File: config.mk
export PLATFORM = sky130hd
export DESIGN_NAME = ex_stage
export DESIGN_NICKNAME = d
export VERILOG_FILES = /design/src/rtl/ex_stage.sv
export SDC_FILE = /design/constraint.sdc
export NUM_CORES = 1
export LEC_CHECK = 0
export BUFFER_PORTS_ARGS = -buffer_cell sky130_fd_sc_hd__buf_4
export CORE_UTILIZATION = 29
export CTS_CLUSTER_DIAMETER = 30
export DETAILED_ROUTE_END_ITERATION = 12
export GPL_TIMING_DRIVEN = 0
export HOLD_SLACK_MARGIN = 0.1
export PLACE_DENSITY = 0.44
export SKIP_CTS_REPAIR_TIMING = 1
export SLEW_MARGIN = 20
export SYNTH_ARGS = -nofsm -noshare
export SYNTH_HDL_FRONTEND = slang
export SYNTH_SLANG_ARGS = --single-unit
export TNS_END_PERCENT = 10
File: constraint.sdc
create_clock -name clk -period 10.15 [get_ports clk]
set_input_delay 2.03 -clock clk [delete_from_list [all_inputs] [get_ports clk]]
set_output_delay 2.03 -clock clk [all_outputs]
set_load 0.02 [all_outputs]
File: src/rtl/ex_stage.sv
// rtl/ex_stage.sv - execute stage: ALU, overflow trap, multi-cycle shift-add multiplier, EX pipeline register
module ex_stage (
  input  logic        clk,
  input  logic        rst,
  input  logic        stall,
  input  logic        flush,
  input  logic [29:0] id_pc,
  input  logic        id_en,
  input  logic [3:0]  id_alu_op,
  input  logic [31:0] id_alu_in_0,
  input  logic [31:0] id_alu_in_1,
  input  logic        id_br_flag,
  input  logic [1:0]  id_mem_op,
  input  logic [31:0] id_mem_wr_data,
  input  logic [1:0]  id_ctrl_op,
  input  logic [4:0]  id_dst_addr,
  input  logic        id_gpr_we_,
  input  logic [2:0]  id_exp_code,
  output logic [31:0] ex_fwd_data,
  output logic        ex_busy,
  output logic [29:0] ex_pc,
  output logic        ex_en,
  output logic        ex_br_flag,
  output logic [1:0]  ex_mem_op,
  output logic [31:0] ex_mem_wr_data,
  output logic [1:0]  ex_ctrl_op,
  output logic [4:0]  ex_dst_addr,
  output logic        ex_gpr_we_,
  output logic [2:0]  ex_exp_code,
  output logic [31:0] ex_out
);

  localparam logic [3:0] OP_AND = 4'd1, OP_OR = 4'd2, OP_XOR = 4'd3, OP_ADDS = 4'd4,
                         OP_ADDU = 4'd5, OP_SUBS = 4'd6, OP_SUBU = 4'd7, OP_SHRL = 4'd8,
                         OP_SHLL = 4'd9, OP_MUL = 4'd10;

  typedef enum logic [1:0] {IDLE, BUSY, DONE} mul_state_t;

  mul_state_t  state;
  logic [4:0]  cnt;
  logic [31:0] mcand;
  logic [31:0] mplier;
  logic [31:0] prod;

  logic [31:0] sum;
  logic [31:0] diff;
  logic [31:0] alu_res;
  logic        ovf;
  logic        is_mul;

  assign sum    = id_alu_in_0 + id_alu_in_1;
  assign diff   = id_alu_in_0 - id_alu_in_1;
  assign is_mul = (id_alu_op == OP_MUL);

  always_comb begin
    alu_res = 32'd0;
    ovf     = 1'b0;
    case (id_alu_op)
      OP_AND:  alu_res = id_alu_in_0 & id_alu_in_1;
      OP_OR:   alu_res = id_alu_in_0 | id_alu_in_1;
      OP_XOR:  alu_res = id_alu_in_0 ^ id_alu_in_1;
      OP_ADDS: begin
        alu_res = sum;
        ovf     = (id_alu_in_0[31] == id_alu_in_1[31]) && (sum[31] != id_alu_in_0[31]);
      end
      OP_ADDU: alu_res = sum;
      OP_SUBS: begin
        alu_res = diff;
        ovf     = (id_alu_in_0[31] != id_alu_in_1[31]) && (diff[31] != id_alu_in_0[31]);
      end
      OP_SUBU: alu_res = diff;
      OP_SHRL: alu_res = id_alu_in_0 >> id_alu_in_1[4:0];
      OP_SHLL: alu_res = id_alu_in_0 << id_alu_in_1[4:0];
      OP_MUL:  alu_res = (state == DONE) ? prod : 32'd0;
      default: alu_res = 32'd0;
    endcase
  end

  assign ex_fwd_data = alu_res;
  assign ex_busy     = ((state == IDLE) && id_en && is_mul) || (state == BUSY);

  // Multiplier sequencer; the counter keeps running under stall so latency is fixed.
  always_ff @(posedge clk) begin
    if (rst) begin
      state  <= IDLE;
      cnt    <= 5'd0;
      mcand  <= 32'd0;
      mplier <= 32'd0;
      prod   <= 32'd0;
    end else if (flush) begin
      state <= IDLE;
      cnt   <= 5'd0;
    end else begin
      case (state)
        IDLE: begin
          if (id_en && is_mul) begin
            mcand  <= id_alu_in_0;
            mplier <= id_alu_in_1;
            prod   <= 32'd0;
            cnt    <= 5'd0;
            state  <= BUSY;
          end
        end
        BUSY: begin
          if (mplier[0]) prod <= prod + mcand;
          mcand  <= mcand << 1;
          mplier <= mplier >> 1;
          cnt    <= cnt + 5'd1;
          if (cnt == 5'd31) state <= DONE;
        end
        DONE: begin
          if (!stall) state <= IDLE;
        end
        default: state <= IDLE;
      endcase
    end
  end

  // EX pipeline register: bubble on rst/flush/busy, hold on stall.
  always_ff @(posedge clk) begin
    if (rst || flush || (!stall && ex_busy)) begin
      ex_pc          <= 30'd0;
      ex_en          <= 1'b0;
      ex_br_flag     <= 1'b0;
      ex_mem_op      <= 2'd0;
      ex_mem_wr_data <= 32'd0;
      ex_ctrl_op     <= 2'd0;
      ex_dst_addr    <= 5'd0;
      ex_gpr_we_     <= 1'b1;
      ex_exp_code    <= 3'd0;
      ex_out         <= 32'd0;
    end else if (!stall) begin
      ex_pc          <= id_pc;
      ex_en          <= id_en;
      ex_br_flag     <= id_br_flag;
      ex_mem_wr_data <= id_mem_wr_data;
      ex_ctrl_op     <= id_ctrl_op;
      ex_dst_addr    <= id_dst_addr;
      ex_out         <= alu_res;
      if (ovf && (id_exp_code == 3'd0)) begin
        ex_exp_code <= 3'd3;
        ex_gpr_we_  <= 1'b1;
        ex_mem_op   <= 2'd0;
      end else begin
        ex_exp_code <= id_exp_code;
        ex_gpr_we_  <= id_gpr_we_;
        ex_mem_op   <= id_mem_op;
      end
    end
  end

endmodule

==> impl_metrics.py, run 1 <==
metrics = {
    "floorplan": {
        "design.die.area_um2": 61900,
        "io_pins": 291,
        "die_h_um": 249,
        "start_util_pct": 29.3,
        "coreArea_um2": 60200,
        "die_x_um": 249,
        "rows": 90,
    },
    "placement": {
        "dp.cells": 3390,
        "place_congestion": 1.05,
        "hpwl_mm": 81.1,
        "io_buffers": 289,
    },
    "status": {
        "status": "finished clean",
    },
    "sta": {
        "min_period_ps": 9550,
        "drv_slew": 0,
        "rsz0062_at_grt": "no",
        "tightestPinTransition_ps": 1130,
        "whs_ps": 425,
        "setup_viol": 0,
        "slew_headroom_pct": 24.4,
        "hold_viol_final": 0,
        "fmax_ghz": 0.105,
        "period_share_pct": 94.1,
        "fin_setup_tns_ps": 0,
        "fin_skew_ps": 54.5,
    },
    "finish": {
        "nFillCells": 6317,
        "layout-drive-gt1-share_pct": 18.0,
        "fin_cells": 3502,
        "layout.nets": 2957,
        "final_cell_mix": "352 x nor2_1, 290 x buf_4, 249 x nand2_1",
        "layout.area.seq_um2": 4240,
        "fin_util_pct": 38.2,
        "multi_input_area_um2": 12400,
        "syn2layout_area_growth_pct": 30.3,
        "final_common_cell": "nor2_1",
    },
    "pwr": {
        "power_frac_seq_pct": 23.5,
        "power_frac_comb_pct": 22.7,
        "p_sw_share_pct": 31.3,
        "p_leak_nw": 10.0,
        "p_switching_mw": 1.15,
        "p_per_area_nw_per_um2": 160,
        "ir_drop_v": 0.000103,
        "design_power_total_mw": 3.69,
        "p_int_mw": 2.53,
        "clockPowerShare_pct": 53.8,
    },
    "hold_path": {
        "holdPathStages": 2,
        "hold_path.class": "reg2reg",
    },
    "critical_path": {
        "r2r_slack_ps": 6680,
        "crit_arrival_ps": 7520,
        "r2r-start": "state[1]",
        "endpoint_kind": "output pin",
        "regToRegEndpoint": "ex_out[10]",
        "worstSetupPathType": "in2out",
        "endpoint": "ex_fwd_data[31]",
        "crit_path_start": "id_alu_in_1[3]",
        "cp.required_ps": 8120,
        "crit_fanout": 11,
        "start_kind": "input port",
        "reg2reg_depth": 10,
    },
    "global_routing": {
        "grt_max_degree": 20,
        "grt_pass1_vias": 19457,
        "antenna_found_initial": 0,
        "grtUsageTotal_pct": 31.3,
        "grt_first_pass_wirelength_mm": 142,
        "gr-total-overflow": 0,
    },
    "clock_tree": {
        "cts.sinks": 212,
        "path_clk_slew_ps": 40,
        "clk_path_buf_depth": 3,
        "clk_latency_ps": 630,
        "numCtsBuffers": 60,
        "h-tree-depth": 2,
        "cts_tree": "yes",
        "cts_root_buffer": "clkbuf_16",
    },
    "synthesis": {
        "synth-async-reset-ratio_pct": 0,
        "syn_area_um2": 17700,
        "syn_nets": 2604,
        "yosys_warnings": 0,
        "postSynthCellCount": 2317,
        "ys.flop_type": "dfxtp_1",
        "synth_seq_cells": 212,
        "yosysSeqAreaShare_pct": 24.0,
        "synth_edf_count": 0,
        "synth_cell_type_count": 84,
        "avgSynthCellArea_um2": 7.63,
    },
    "route": {
        "routed-via-count": 20038,
        "ant_nets": 0,
        "routed_wl_mm": 99.4,
        "dr.pass1.iters": 6,
        "routed_via_density": 5.72,
        "wl_per_cell_um": 28.4,
        "drc": 0,
        "drtIter0Drc": 2058,
    },
    "run": {
        "max_cap_viol_count": 0,
    },
}
power by group through the flow:
stage / combinational (mW) / clock [mW] / sequential [mW]
floorplan: 0.430 / 0 / 0.898
global placement: 0.819 / 0 / 0.881
detailed placement: 0.816 / 0 / 0.882
CTS: 0.820 / 2.01 / 0.867
global route: 0.879 / 2.06 / 0.869
finish: 0.837 / 1.98 / 0.868
final cells by class:
type	instances	share of cell area, %
tap	782	4.25
buffer	174	2.97
clock inverter	27	1.80
clock buffer	82	7.62
antenna	3	0.0326
multi-input combinational	1825	53.7
sequential	212	18.4
timing repair buffer	291	9.48
inverter	106	1.73
worst min-delay path by stage:
stage / start / end / slack [ps]
2_1_floorplan: mplier[31] / mplier[31] / 430
3_3_place_gp: ex_out[8] / ex_out[8] / 450
3_5_place_dp: ex_out[0] / ex_out[0] / 450
4_1_cts: mplier[6] / mplier[5] / 430
5_1_grt: mplier[6] / mplier[5] / 460
6_report: mplier[6] / mplier[5] / 430
per-stage QoR:
stage / area, µm² / worst slack [ps]
after global placement: 20800 / 591
after detailed placement: 20800 / 673
after floorplan: 17700 / 2640
after CTS: 23000 / 711
final: 23000 / 603
after global routing: 23000 / 481
cell families (layout without fill, tap and decap cells):
family | count (synthesis) | in the layout | share of synthesized area, %
adders and majority gates | 138 | 138 | 9.90
AOI/OAI and AO/OA | 666 | 666 | 25.6
DFF | 212 | 212 | 24.0
muxes | 166 | 166 | 12.2
other | 0 | 3 | 0
xor gates and xnor gates | 56 | 56 | 2.78
and+or+nand+nor | 799 | 799 | 19.4
buffers and inverters | 280 | 680 | 6.13
routing by layer:
metal	vias up	global-route usage, %	share of wire [%]
met5	-	0	0
met4	0	13.6	4.6
met3	164	4.03	6.3
met2	818	50.3	45
met1	9944	42.0	44
li1	9112	-	-
worst max-delay path, cell delays in order:
cell	delay [ps]
buf_4	100
clkbuf_1	560
clkinv_1	530
clkbuf_1	420
clkbuf_1	460
ha_1	440
buf_2	220
nand4_1	110
a21oi_1	310
o2111ai_1	170
o211ai_1	300
o221ai_1	360
a2111oi_0	540
a21oi_1	130
xnor2_1	180
a21oi_1	370
inv_1	80
buf_4	170
cells in the mapped netlist (37+ instances only):
library cell,number,share of area (%)
ha_1,135,9.6
mux4_2,39,5.0
xnor2_1,38,1.9
nand3_1,37,1.0
nand2_1,249,5.3
a311oi_1,65,3.2
dfxtp_1,212,24
nor3_1,40,1.1
clkbuf_1,138,2.9
mux2i_1,120,6.8
o21ai_0,126,3.6
a21oi_1,163,4.6
inv_1,103,2.2
nor2_1,352,7.5
sequential cells by signal, summed over array words and instances (netlist names), 2 cells and up:
name and flops:
mplier 32, state 2, mcand 32, ex_mem_wr_data 32, ex_exp_code 3, ex_mem_op 2, cnt 5, ex_ctrl_op 2
prod 32, ex_pc 30, ex_out 32, ex_dst_addr 5
Note: power is estimated with default switching activity, not from simulation.
==> run 2: changes to the inputs <==
--- a/config.mk
+++ b/config.mk
@@ -6,12 +6,13 @@
 export NUM_CORES = 1
 export LEC_CHECK = 0
 export BUFFER_PORTS_ARGS = -buffer_cell sky130_fd_sc_hd__buf_4
-export CORE_UTILIZATION = 29
+export CORE_UTILIZATION = 30
 export CTS_CLUSTER_DIAMETER = 30
 export DETAILED_ROUTE_END_ITERATION = 12
 export GPL_TIMING_DRIVEN = 0
 export HOLD_SLACK_MARGIN = 0.1
-export PLACE_DENSITY = 0.44
+export MAX_ROUTING_LAYER = met4
+export PLACE_DENSITY = 0.45
 export SKIP_CTS_REPAIR_TIMING = 1
 export SLEW_MARGIN = 20
 export SYNTH_ARGS = -nofsm -noshare
==> run 2 against run 1 <==
  * Final area is 1.0% lower
  * First-iteration DRC count is 1.8% higher
  * Hold slack better by 41 ps
  * Flip-flop and latch count stayed put
==> impl_metrics.py, run 2 (synthesized netlist as in run 1, its figures left out) <==
metrics = {
    "placement": {
        "io_buffers": 289,
        "place_congestion": 1.06,
        "hpwl_mm": 82.9,
        "dpl_cell_area_um2": 20800,
    },
    "finish": {
        "fin_util_pct": 39.3,
        "final_common_cell": "nor2_1",
        "layout-drive-gt1-share_pct": 17.6,
        "syn2layout_area_growth_pct": 29.0,
        "layout.nets": 2952,
        "final_cell_mix": "352 x nor2_1, 290 x buf_4, 249 x nand2_1",
        "fin_area_um2": 22800,
        "nFillCells": 6181,
    },
    "sta": {
        "slew_headroom_pct": 24.0,
        "drv_slew": 0,
        "tightestPinTransition_ps": 1130,
        "fin_skew_ps": 26.2,
        "fmax_ghz": 0.104,
        "whs_ps": 466,
        "period_share_pct": 94.4,
        "fin_setup_tns_ps": 0,
        "hold_viol_final": 0,
        "rsz0062_at_grt": "no",
        "setup_viol": 0,
        "min_period_ps": 9580,
    },
    "hold_path": {
        "hold_path.class": "reg2reg",
    },
    "clock_tree": {
        "h-tree-depth": 2,
        "numCtsBuffers": 56,
        "clk_path_buf_depth": 3,
        "clk_latency_ps": 610,
        "path_clk_slew_ps": 40,
        "cts_tree": "yes",
        "cts_root_buffer": "clkbuf_16",
        "cts.sinks": 212,
    },
    "route": {
        "drc": 0,
        "routed_via_density": 5.74,
        "dr.pass1.iters": 6,
        "routed-via-count": 19954,
        "ant_nets": 0,
        "drtIter0Drc": 2096,
        "wl_per_cell_um": 29.1,
        "routed_wl_mm": 101,
    },
    "floorplan": {
        "rows": 88,
        "io_pins": 291,
        "start_util_pct": 30.5,
        "die_h_um": 245,
        "design.die.area_um2": 59900,
        "die_x_um": 245,
        "coreArea_um2": 57900,
    },
    "global_routing": {
        "grt_first_pass_wirelength_mm": 142,
        "grt_pass1_vias": 19301,
        "gr-total-overflow": 0,
        "grt_max_degree": 17,
        "antenna_found_initial": 4,
        "grtUsageTotal_pct": 33.8,
    },
    "run": {
        "max_cap_viol_count": 0,
    },
    "critical_path": {
        "crit_arrival_ps": 7550,
        "cp.required_ps": 8120,
        "crit_fanout": 11,
        "worstSetupPathType": "in2out",
        "start_kind": "input port",
        "endpoint_kind": "output pin",
    },
    "pwr": {
        "p_leak_nw": 9.92,
        "design_power_total_mw": 3.54,
        "ir_drop_v": 0.000162,
        "p_per_area_nw_per_um2": 155,
    },
    "status": {
        "status": "finished clean",
    },
}
## run 2: final timing paths
path / slack (ps) / cells after the start / to / from
worst max-delay path: 570 / 18 / ex_fwd_data[31] / id_alu_in_1[3]
worst min-delay path: 470 / 2 / mplier[6] / mplier[7]
worst max register to register: 6540 / 10 / ex_out[10] / state[1]
worst min register to register: 470 / 2 / mplier[6] / mplier[7]
## run 2: per-stage QoR
| stage | worst slack (ps) | cells |
|---|---|---|
| after floorplan | 2640 | 2317 |
| after global placement | 595 | 3371 |
| after detailed placement | 712 | 3372 |
| after CTS | 695 | 3474 |
| after global routing | 312 | 3478 |
| final | 565 | 3479 |
## run 2: layout make-up
class	count	area (µm²)	area share (%)
clock buffer	80	1630	7.16
multi-input combinational	1825	12400	54.2
tap	765	957	4.20
sequential	212	4240	18.6
clock inverter	22	329	1.44
timing repair buffer	290	2180	9.55
inverter	106	398	1.75
buffer	174	684	3.00
antenna	5	12.5	0.0549
## run 2: routing by layer
layer | GRT usage, % | routed length (µm) | vias to the layer above
met5 | - | 0 | -
met4 | 15.4 | 4910 | 0
met3 | 5.29 | 5820 | 173
met2 | 51.8 | 45700 | 772
met1 | 43.6 | 44700 | 9918
li1 | - | - | 9091
## run 2: worst max-delay path, stage by stage
cell and delay [ps]:
buf_4 100, clkbuf_1 540, clkinv_1 530, clkbuf_1 470, clkbuf_1 470, ha_1 440
buf_2 220, nand4_1 110, a21oi_1 290, o2111ai_1 230, o211ai_1 300, o221ai_1 380
a2111oi_0 480, a21oi_1 130, xnor2_1 180, a21oi_1 370, inv_1 80, buf_4 170
## run 2: where the power goes
part | switching [mW] | total, mW | internal (mW)
clock | 0.553 | 1.83 | 1.28
combinational | 0.561 | 0.843 | 0.281
sequential | 0.0123 | 0.868 | 0.856
total | 1.13 | 3.54 | 2.42
